<file path="config.mk">
export PLATFORM = sky130hd
export DESIGN_NAME = lfsr_gen
export DESIGN_NICKNAME = d
export VERILOG_FILES = /design/src/rtl/lfsr_gen.sv
export SDC_FILE = /design/constraint.sdc
export NUM_CORES = 1
export LEC_CHECK = 0
export CAP_MARGIN = 15
export CORE_MARGIN = 2
export CORE_UTILIZATION = 48
export CTS_CLUSTER_DIAMETER = 60
export DETAILED_ROUTE_END_ITERATION = 10
export PLACE_DENSITY = 0.8
export SETUP_SLACK_MARGIN = 0.1
export SLEW_MARGIN = 20
export SYNTH_ARGS = -nofsm -noshare
export SYNTH_HDL_FRONTEND = slang
export SYNTH_SLANG_ARGS = --single-unit
</file>
<file path="constraint.sdc">
create_clock -name clk_in -period 2.2 [get_ports clk_in]
set_clock_uncertainty 0.15 [all_clocks]
set_input_delay 0.22 -clock clk_in [delete_from_list [all_inputs] [get_ports clk_in]]
set_output_delay 0.22 -clock clk_in [all_outputs]
set_load 0.01 [all_outputs]
</file>
<file path="src/rtl/lfsr_gen.sv">
// Galois LFSR word generator with a valid/ready output port.
// A load captures a seed (zero seeds are replaced by SEED and flagged),
// after which every accepted word advances the register by STEP shifts.
module lfsr_gen #(
    parameter int               WIDTH = 16,
    parameter logic [WIDTH-1:0] TAPS  = 16'h8005,
    parameter int               STEP  = 1,
    parameter logic [WIDTH-1:0] SEED  = 16'hACE1
) (
    input  logic             clk_in,
    input  logic             rst_in,
    input  logic [WIDTH-1:0] seed_in,
    input  logic             load_in,
    input  logic             en_in,
    input  logic             ready_in,
    output logic [WIDTH-1:0] q_out,
    output logic             valid_out,
    output logic             lockup_out,
    output logic [31:0]      cnt_out,
    output logic             dbg_state_out
);

    // Parameter legality is enforced at elaboration.
    if (WIDTH < 4 || WIDTH > 64) begin : g_bad_width
        $error("lfsr_gen: WIDTH must be within 4..64");
    end
    if (TAPS[0] == 1'b0) begin : g_bad_taps
        $error("lfsr_gen: TAPS[0] must be 1");
    end
    if (STEP < 1 || STEP > WIDTH) begin : g_bad_step
        $error("lfsr_gen: STEP must be within 1..WIDTH");
    end
    if (SEED == '0) begin : g_bad_seed
        $error("lfsr_gen: SEED must be nonzero");
    end

    localparam logic [0:0] ST_IDLE = 1'b0;
    localparam logic [0:0] ST_RUN  = 1'b1;

    // Handshake: a word is transferred on a rising edge where valid_out,
    // ready_in and en_in are all high. valid_out depends only on the FSM
    // state and q_out comes straight from the register, so neither has a
    // combinational path from ready_in.

    logic [WIDTH-1:0] r_q;
    logic [0:0]       r_state;
    logic             r_lockup;
    logic [31:0]      r_cnt;
    logic [1:0]       r_rst_sync;

    logic [WIDTH-1:0] w_adv;
    logic             w_ready_to_run;
    logic             w_accept;
    logic             w_load;
    logic             w_seed_zero;
    logic [WIDTH-1:0] w_load_val;

    // One Galois shift: shift left, fold the feedback mask in when the
    // outgoing msb was set.
    function automatic logic [WIDTH-1:0] shift_once(input logic [WIDTH-1:0] r);
        shift_once = {r[WIDTH-2:0], 1'b0} ^ (r[WIDTH-1] ? TAPS : '0);
    endfunction

    // Reset synchroniser: asserts immediately, releases after two edges.
    always_ff @(posedge clk_in or negedge rst_in) begin
        if (!rst_in) begin
            r_rst_sync <= 2'b00;
        end else begin
            r_rst_sync <= {r_rst_sync[0], 1'b1};
        end
    end

    assign w_ready_to_run = r_rst_sync[1];

    // STEP chained shifts evaluated within one cycle.
    always_comb begin
        w_adv = r_q;
        for (int i = 0; i < STEP; i++) begin
            w_adv = shift_once(w_adv);
        end
    end

    assign w_seed_zero = (seed_in == '0);
    assign w_load_val  = w_seed_zero ? SEED : seed_in;
    assign w_load      = load_in && w_ready_to_run;
    assign w_accept    = (r_state == ST_RUN) && ready_in && en_in && w_ready_to_run;

    // Main state: load has priority over an acceptance in the same cycle.
    always_ff @(posedge clk_in or negedge rst_in) begin
        if (!rst_in) begin
            r_q      <= SEED;
            r_state  <= ST_IDLE;
            r_lockup <= 1'b0;
            r_cnt    <= 32'd0;
        end else if (w_load) begin
            r_q      <= w_load_val;
            r_state  <= ST_RUN;
            r_lockup <= w_seed_zero;
            r_cnt    <= 32'd0;
        end else if (w_accept) begin
            r_q      <= w_adv;
            r_cnt    <= r_cnt + 32'd1;
        end
    end

    assign q_out         = r_q;
    assign valid_out     = (r_state == ST_RUN);
    assign lockup_out    = r_lockup;
    assign cnt_out       = r_cnt;
    assign dbg_state_out = r_state[0];

endmodule
</file>
==> results of run 1 <==
logic make-up (layout without fill, tap and decap cells):
| group | Yosys count | after routing |
|---|---|---|
| multiplexers | 1 | 1 |
| flip-flops | 52 | 52 |
| other | 1 | 1 |
| XOR/XNOR | 8 | 8 |
| AND/OR/NAND/NOR | 141 | 142 |
| buffers and inverters | 24 | 139 |
| AO/OA/AOI/OAI | 65 | 65 |
| adder cells (fa/ha/maj) | 1 | 1 |
layout make-up:
class	count	area share
Inverter	5	0.00472
Clock buffer	6	0.0208
Timing Repair Buffer	126	0.288
Sequential cell	52	0.330
Multi-Input combinational cell	218	0.331
Clock inverter	2	0.00252
Tap cell	70	0.0220
worst reg2reg max path, delay by kind of cell, from the launching register on:
family,cells,cell delay (ns)
DFF,1,0.43
AOI/OAI and AO/OA,1,0.18
and+or+nand+nor,3,0.97
buffers and inverters,2,0.33
cell usage in the layout, fill, tap and decap left out, types with 5 or more instances in the layout:
cell             netlist  final
or4_4                  1     10
nand2_1               47     46
clkbuf_8               0      6
o31ai_1               12     11
a31oi_1                7      7
a21oi_1               25     19
dfstp_2                8      8
or3_1                  9      9
nand4_1               10     10
and3_1                 7      7
or4_1                 18     10
nand3_1                7      5
dfrtp_1               44     43
inv_1                  5      5
buf_4                  1     52
a21oi_2                0      6
nor2_1                24     24
o21ai_0               17     17
xnor2_1                6      6
clkdlybuf4s50_1        0     68
flip-flops by register name (all words and copies together) (netlist names):
register	cells
q_out	16
cnt_out	32
dbg_state_out	1
r_rst_sync	2
lockup_out	1
metal layers:
| metal | global-route usage | vias up | wire length [um] |
|---|---|---|---|
| met5 | 0 | - | 0 |
| met2 | 0.417 | 135 | 4050 |
| met4 | 0.0875 | 0 | 166 |
| met3 | 0.0616 | 21 | 603 |
| li1 | - | 1293 | - |
| met1 | 0.326 | 1365 | 3200 |
metrics by stage:
| step | instances | setup slack [ns] | area [sq um] |
|---|---|---|---|
| 4_1_cts | 466 | 0.0517 | 3780 |
| 5_1_grt | 479 | -0.0260 | 3970 |
| 3_5_place_dp | 450 | -0.223 | 3600 |
| 6_report | 479 | 0.0545 | 3970 |
| 3_3_place_gp | 450 | -0.176 | 3600 |
| 2_1_floorplan | 293 | 0.111 | 2620 |
repair_timing:
item / 4_1_cts / 5_1_grt
gates cloned: 1 / 0
hold endpoints to repair: 16 / 0
setup endpoints to repair: 19 / 19
pin swaps: 1 / 4
hold buffers: 1 / 0
gates resized for setup: 5 / 23
buffers inserted: 6 / 13
worst paths after layout:
path                                       to  slack (ns)  cells past startpoint
worst min register to register  r_rst_sync[1]        0.21                      0
max in group asynchronous           q_out[11]        1.01                      3
worst max register to register    cnt_out[23]        0.05                      6
min in group asynchronous          cnt_out[2]        0.22                      2
worst max-delay path              cnt_out[23]        0.05                      6
worst min-delay path            r_rst_sync[1]        0.21                      0
power by group through the flow:
stage                     clock, mW  combinational (mW)  sequential, mW
after detailed placement          0               0.330            1.10
after CTS                     0.567               0.343            1.08
final                         0.563               0.353            1.09
after floorplan                   0               0.103            1.11
after global placement            0               0.324            1.10
after global routing          0.611               0.383            1.09
==> key figures, run 1 <==
Synth
  • Sequential share of the synthesized area: 0.500
  • Post-synth top cells: 47 x nand2_1, 44 x dfrtp_1, 25 x a21oi_1
  • Post-Synth Adder-Cell Area: 0.00478
  • Synth Instances: 293
  • Mux contribution to synthesized area: 0.00382
  • Main combinational cell family by area after synthesis: simple AND/OR/NAND/NOR gates
  • Cell with the most instances after synthesis: nand2_1
  • Post-synthesis simple-gate area fraction: 0.280
  • Post-synth cell types: 36
  • Number of synthesized flops with an enable pin: 0
  • Syn avg cell area: 8.94 sq um
  • Post-synthesis compound-gate area fraction: 0.144
  • Post-Syn Nets: 315
  • Post-synthesis xor/xnor area fraction: 0.0267
  • Ys Warns: 0
  • Synth area leaders: dfrtp_1 42%, dfstp_2 8.0%, nand2_1 6.7%, or4_1 5.2%, a21oi_1 4.8%
  • Dominant cell type by area after synthesis: dfrtp_1
  • Synth top area share: 0.420
  • Synth Flop Type: dfrtp_1
  • Async SR Flop Fraction: 1.00
  • Cell area after synthesis: 2620 sq um
  • Synth Register Bits: 52

Clocking
  • Clock sinks: 52
  • Root Driver: clkbuf_8
  • Clock Latency Late Sink: 0.31 ns
  • CTS buffer count: 5
  • CTS tree: done
  • Htree depth: 2
  • Clock buffer depth: 2
  • Reg clk slew, reported paths: 0.09 ns

Global routing
  • Vias in the first global route: 2617
  • First-pass GRT wire length: 12300 um
  • GRT Resource Usage Total: 0.253
  • Largest net degree at the start of global routing: 34
  • Initial antenna violation count: 0
  • Grt total ovfl: 0

Floorplanning
  • Initial core utilization: 0.507
  • DIE HEIGHT: 77.9 um
  • Ports: 72
  • Core area: 5170 sq um
  • FP Rows: 26
  • DIE AREA: 6070 sq um
  • Die width: 77.9 um

Placement
  • Port Buffers: 71
  • Hpwl dp: 5100 um
  • GP Congestion: 0.768

Detailed routing
  • DR WL/cell: 16.7 um
  • Routed wire length: 8020 um
  • Initial drt markers: 219
  • DRC viols: 0
  • Initial DRT Pass Iterations: 5
  • Via density: 5.87
  • Via count: 2814
  • Antenna viol nets, final: 0

Power and ir drop
  • Max IR drop VDD: 344 uV
  • Final Power: 2.00 mW
  • PwrDens: 504 nW/um^2
  • Sequential group share of total power: 0.543
  • Clock power frac: 0.281
  • Leakage dissipation: 1.62 nW
  • Internal cell power: 1.47 mW
  • Sw frac: 0.265
  • Combinational cell fraction of total power: 0.176
  • Psw: 0.530 mW

Critical path
  • Crit path launch: r_rst_sync[1]
  • Critical path type: reg -> reg
  • Critical path's slowest cell: or4_4
  • Crit-path max FO: 5
  • Crit-path leading delay family: simple AND/OR/NAND/NOR gates
  • CP Capture Type: flip-flop
  • Buffer and inverter count on the worst path: 2
  • WP data arrival: 2.23 ns
  • Critical Path, Cell by Cell: nand4_4 -> buf_4 -> or4_4 -> buf_4 -> or3_1 -> a21oi_1
  • CP required: 2.28 ns
  • CP peak stage delay: 0.51 ns
  • Startpoint types: flip-flop
  • Launch point of the worst reg-to-reg path: r_rst_sync[1]
  • Cell mode on critical path: buf_4

STA
  • Part of the cycle the worst path needs: 0.975
  • Final Slew Violations: 0
  • Final hold slack: 0.206 ns
  • RSZ-0062 raised after global routing: true
  • Final Setup Violations: 0
  • Setup TNS after final layout: 0 ns
  • Final Critical Period: 2.15 ns
  • F_max: 466 MHz
  • Hold Vio Cnt, Final: 0

Run
  • Max Cap Viol: 0

Hold path
  • Hold WC Path Type: reg -> reg
  • Origin of the worst min-delay path: r_rst_sync[0]

Finish
  • N_diodes: 0
  • Area occupied by multi-input gates: 1320 sq um
  • Area Overhead vs Synth: 51.7%
  • Fin nets: 430
  • Final core occ: 0.768
  • Share of cells above drive strength 1: 0.232
  • Register area: 1310 sq um
  • Fillers: 350

Status
  • Status: complete, no violations
No activity file was read; power rests on OpenSTA's default activity.
==> inputs of run 2 (changes only) <==
--- a/config.mk
+++ b/config.mk
@@ -12,6 +12,7 @@
 export DETAILED_ROUTE_END_ITERATION = 10
 export PLACE_DENSITY = 0.8
 export SETUP_SLACK_MARGIN = 0.1
+export SKIP_CTS_REPAIR_TIMING = 1
 export SLEW_MARGIN = 20
 export SYNTH_ARGS = -nofsm -noshare
 export SYNTH_HDL_FRONTEND = slang
==> key figures, run 2 (same netlist as run 1, synthesis figures left out) <==
Status
  • Status: complete, but fails checks (was complete, no violations)
  • Failing checks: setup timing

Detailed routing
  • Initial drt markers: 217 (was 219)
  • DR WL/cell: 16.8 um (was 16.7 um)
  • Via count: 2790 (was 2814)
  • Antenna viol nets, final: 0 (unchanged)
  • Initial DRT Pass Iterations: 5 (unchanged)
  • DRC viols: 0 (unchanged)
  • Via density: 5.80 (was 5.87)
  • Routed wire length: 8100 um (was 8020 um)

Floorplanning
  • Die width: 77.9 um (unchanged)
  • Ports: 72 (unchanged)
  • Core area: 5170 sq um (unchanged)
  • FP Rows: 26 (unchanged)
  • DIE HEIGHT: 77.9 um (unchanged)
  • Initial core utilization: 0.507 (unchanged)
  • DIE AREA: 6070 sq um (unchanged)

Critical path
  • CP required: 2.29 ns (was 2.28 ns)
  • Critical Path, Cell by Cell: nand4_4 -> buf_4 -> or4_1 -> or4_1 -> a21oi_2 (was nand4_4 -> buf_4 -> or4_4 -> buf_4 -> or3_1 -> a21oi_1)
  • CP peak stage delay: 0.54 ns (was 0.51 ns)
  • CP Capture Type: flip-flop (unchanged)
  • Startpoint types: flip-flop (unchanged)
  • Critical path type: reg -> reg (unchanged)
  • Cell mode on critical path: or4_1 (was buf_4)
  • Crit path launch: r_rst_sync[1] (unchanged)
  • Critical path's slowest cell: or4_1 (was or4_4)
  • WP data arrival: 2.32 ns (was 2.23 ns)
  • Crit-path max FO: 5 (unchanged)
  • Launch point of the worst reg-to-reg path: r_rst_sync[1] (unchanged)

Power and ir drop
  • Psw: 0.534 mW (was 0.530 mW)
  • PwrDens: 501 nW/um^2 (was 504 nW/um^2)
  • Leakage dissipation: 1.65 nW (was 1.62 nW)
  • Combinational cell fraction of total power: 0.181 (was 0.176)
  • Internal cell power: 1.48 mW (was 1.47 mW)
  • Sw frac: 0.265 (about the same)
  • Max IR drop VDD: 392 uV (was 344 uV)
  • Sequential group share of total power: 0.539 (was 0.543)
  • Clock power frac: 0.280 (was 0.281)

Clocking
  • Clock sinks: 52 (unchanged)
  • CTS tree: done (unchanged)
  • Root Driver: clkbuf_8 (unchanged)
  • CTS buffer count: 5 (unchanged)
  • Clock buffer depth: 2 (unchanged)
  • Clock Latency Late Sink: 0.31 ns (about the same)
  • Htree depth: 2 (unchanged)
  • Reg clk slew, reported paths: 0.09 ns (about the same)

Global routing
  • Vias in the first global route: 2495 (was 2617)
  • Largest net degree at the start of global routing: 34 (unchanged)
  • Grt total ovfl: 0 (unchanged)
  • Initial antenna violation count: 1 (was 0)
  • GRT Resource Usage Total: 0.240 (was 0.253)
  • First-pass GRT wire length: 11700 um (was 12300 um)

STA
  • RSZ-0062 raised after global routing: true (unchanged)
  • F_max: 450 MHz (was 466 MHz)
  • Final hold slack: 0.206 ns (about the same)
  • Hold Vio Cnt, Final: 0 (unchanged)
  • Final Setup Violations: 1 (was 0)
  • Final Slew Violations: 0 (unchanged)
  • Worst setup margin: -0.0212 ns (was 0.0545 ns)
  • Final Critical Period: 2.22 ns (was 2.15 ns)
  • Part of the cycle the worst path needs: 1.01 (was 0.975)

Finish
  • Fin nets: 431 (was 430)
  • Max reg flops: 32 (unchanged)
  • Area Overhead vs Synth: 53.5% (was 51.7%)
  • Final core occ: 0.777 (was 0.768)
  • Non-filler cells, final: 481 (was 479)
  • Share of cells above drive strength 1: 0.244 (was 0.232)
  • Commonest non-fill, non-tap cell in the layout: clkdlybuf4s50_1 (unchanged)
  • Fillers: 337 (was 350)
  • Finished layout cell area: 4020 sq um (was 3970 sq um)
  • Most frequent cells in the layout: 68 x clkdlybuf4s50_1, 48 x buf_4, 46 x nand2_1 (was 68 x clkdlybuf4s50_1, 52 x buf_4, 46 x nand2_1)

Run
  • Max Cap Viol: 0 (unchanged)

Hold path
  • Hold WC Path Type: in -> async (was reg -> reg)

Placement
  • Placed cell area: 3600 sq um (unchanged)
  • Hpwl dp: 5100 um (unchanged)
  • GP Congestion: 0.768 (unchanged)
  • Port Buffers: 71 (unchanged)
  • Dpl cells: 450 (unchanged)
  • Pre-CTS setup slack: -0.223 ns (unchanged)
[run 2: cell count changes in the layout (fill, tap and decap cells not counted)]
cell and change:
buf_4 -4, nand2_2 -1, a21oi_2 +5, nand3_1 +1
a21oi_1 -5, diode_2 +1, buf_6 +5, nand2_4 +1
nand3_2 -1
[run 2: area by class of cell]
cell class,count,area [sq um],share of cell area
clock inverter,2,10.0,0.00249
timing repair buffer,127,1170,0.292
clock buffer,6,82.6,0.0205
tap,70,87.6,0.0218
multi-input combinational,218,1340,0.332
antenna,1,2.50,0.000622
sequential,52,1310,0.326
inverter,5,18.8,0.00467
[run 2: worst paths after layout]
| kind | endpoint | slack (ns) | depth (start not counted) |
|---|---|---|---|
| hold reg to reg | r_rst_sync[1] | 0.21 | 0 |
| setup reg to reg | cnt_out[31] | -0.02 | 5 |
| hold / removal | r_rst_sync[0] | 0.21 | 2 |
| setup / recovery | cnt_out[31] | -0.02 | 5 |
| min in group clk_in | r_rst_sync[1] | 0.21 | 0 |
| max in group asynchronous | q_out[11] | 1.03 | 3 |
[run 2: routing by layer]
metal  up-vias  global-route usage  wire length, um
met2       136               0.395             4120
met3        22              0.0581              606
met5         -                   0                0
li1       1293                   -                -
met1      1339               0.314             3190
met4         0              0.0732              193
[run 2: metrics by stage]
stage                     total power, mW  TNS [ns]
after CTS                            1.98  -0.00999
after floorplan                      1.22         0
after global placement               1.42     -2.27
after detailed placement             1.43     -3.05
after global routing                 2.09    -0.149
final                                2.01   -0.0212
[run 2: worst max-delay path: cells and delay by family (launching register included)]
kind	cells	cell delay, ns
and+or+nand+nor	3	1.21
DFF	1	0.44
buffers and inverters	1	0.17
AOI/OAI and AO/OA	1	0.17
[run 2: power groups by stage]
stage,combinational (mW),clock (mW),sequential (mW)
3_3_place_gp,0.324,0,1.10
4_1_cts,0.332,0.567,1.08
6_report,0.365,0.564,1.08
5_1_grt,0.395,0.608,1.09
2_1_floorplan,0.103,0,1.11
3_5_place_dp,0.330,0,1.10
==> inputs of run 3 (changes only) <==
--- a/config.mk
+++ b/config.mk
@@ -13,7 +13,7 @@
 export PLACE_DENSITY = 0.8
 export SETUP_SLACK_MARGIN = 0.1
 export SKIP_CTS_REPAIR_TIMING = 1
-export SLEW_MARGIN = 20
+export SLEW_MARGIN = 10
 export SYNTH_ARGS = -nofsm -noshare
 export SYNTH_HDL_FRONTEND = slang
 export SYNTH_SLANG_ARGS = --single-unit
==> results of run 3 <==
The final DEF is identical to that of run 2; final timing and power are the same.
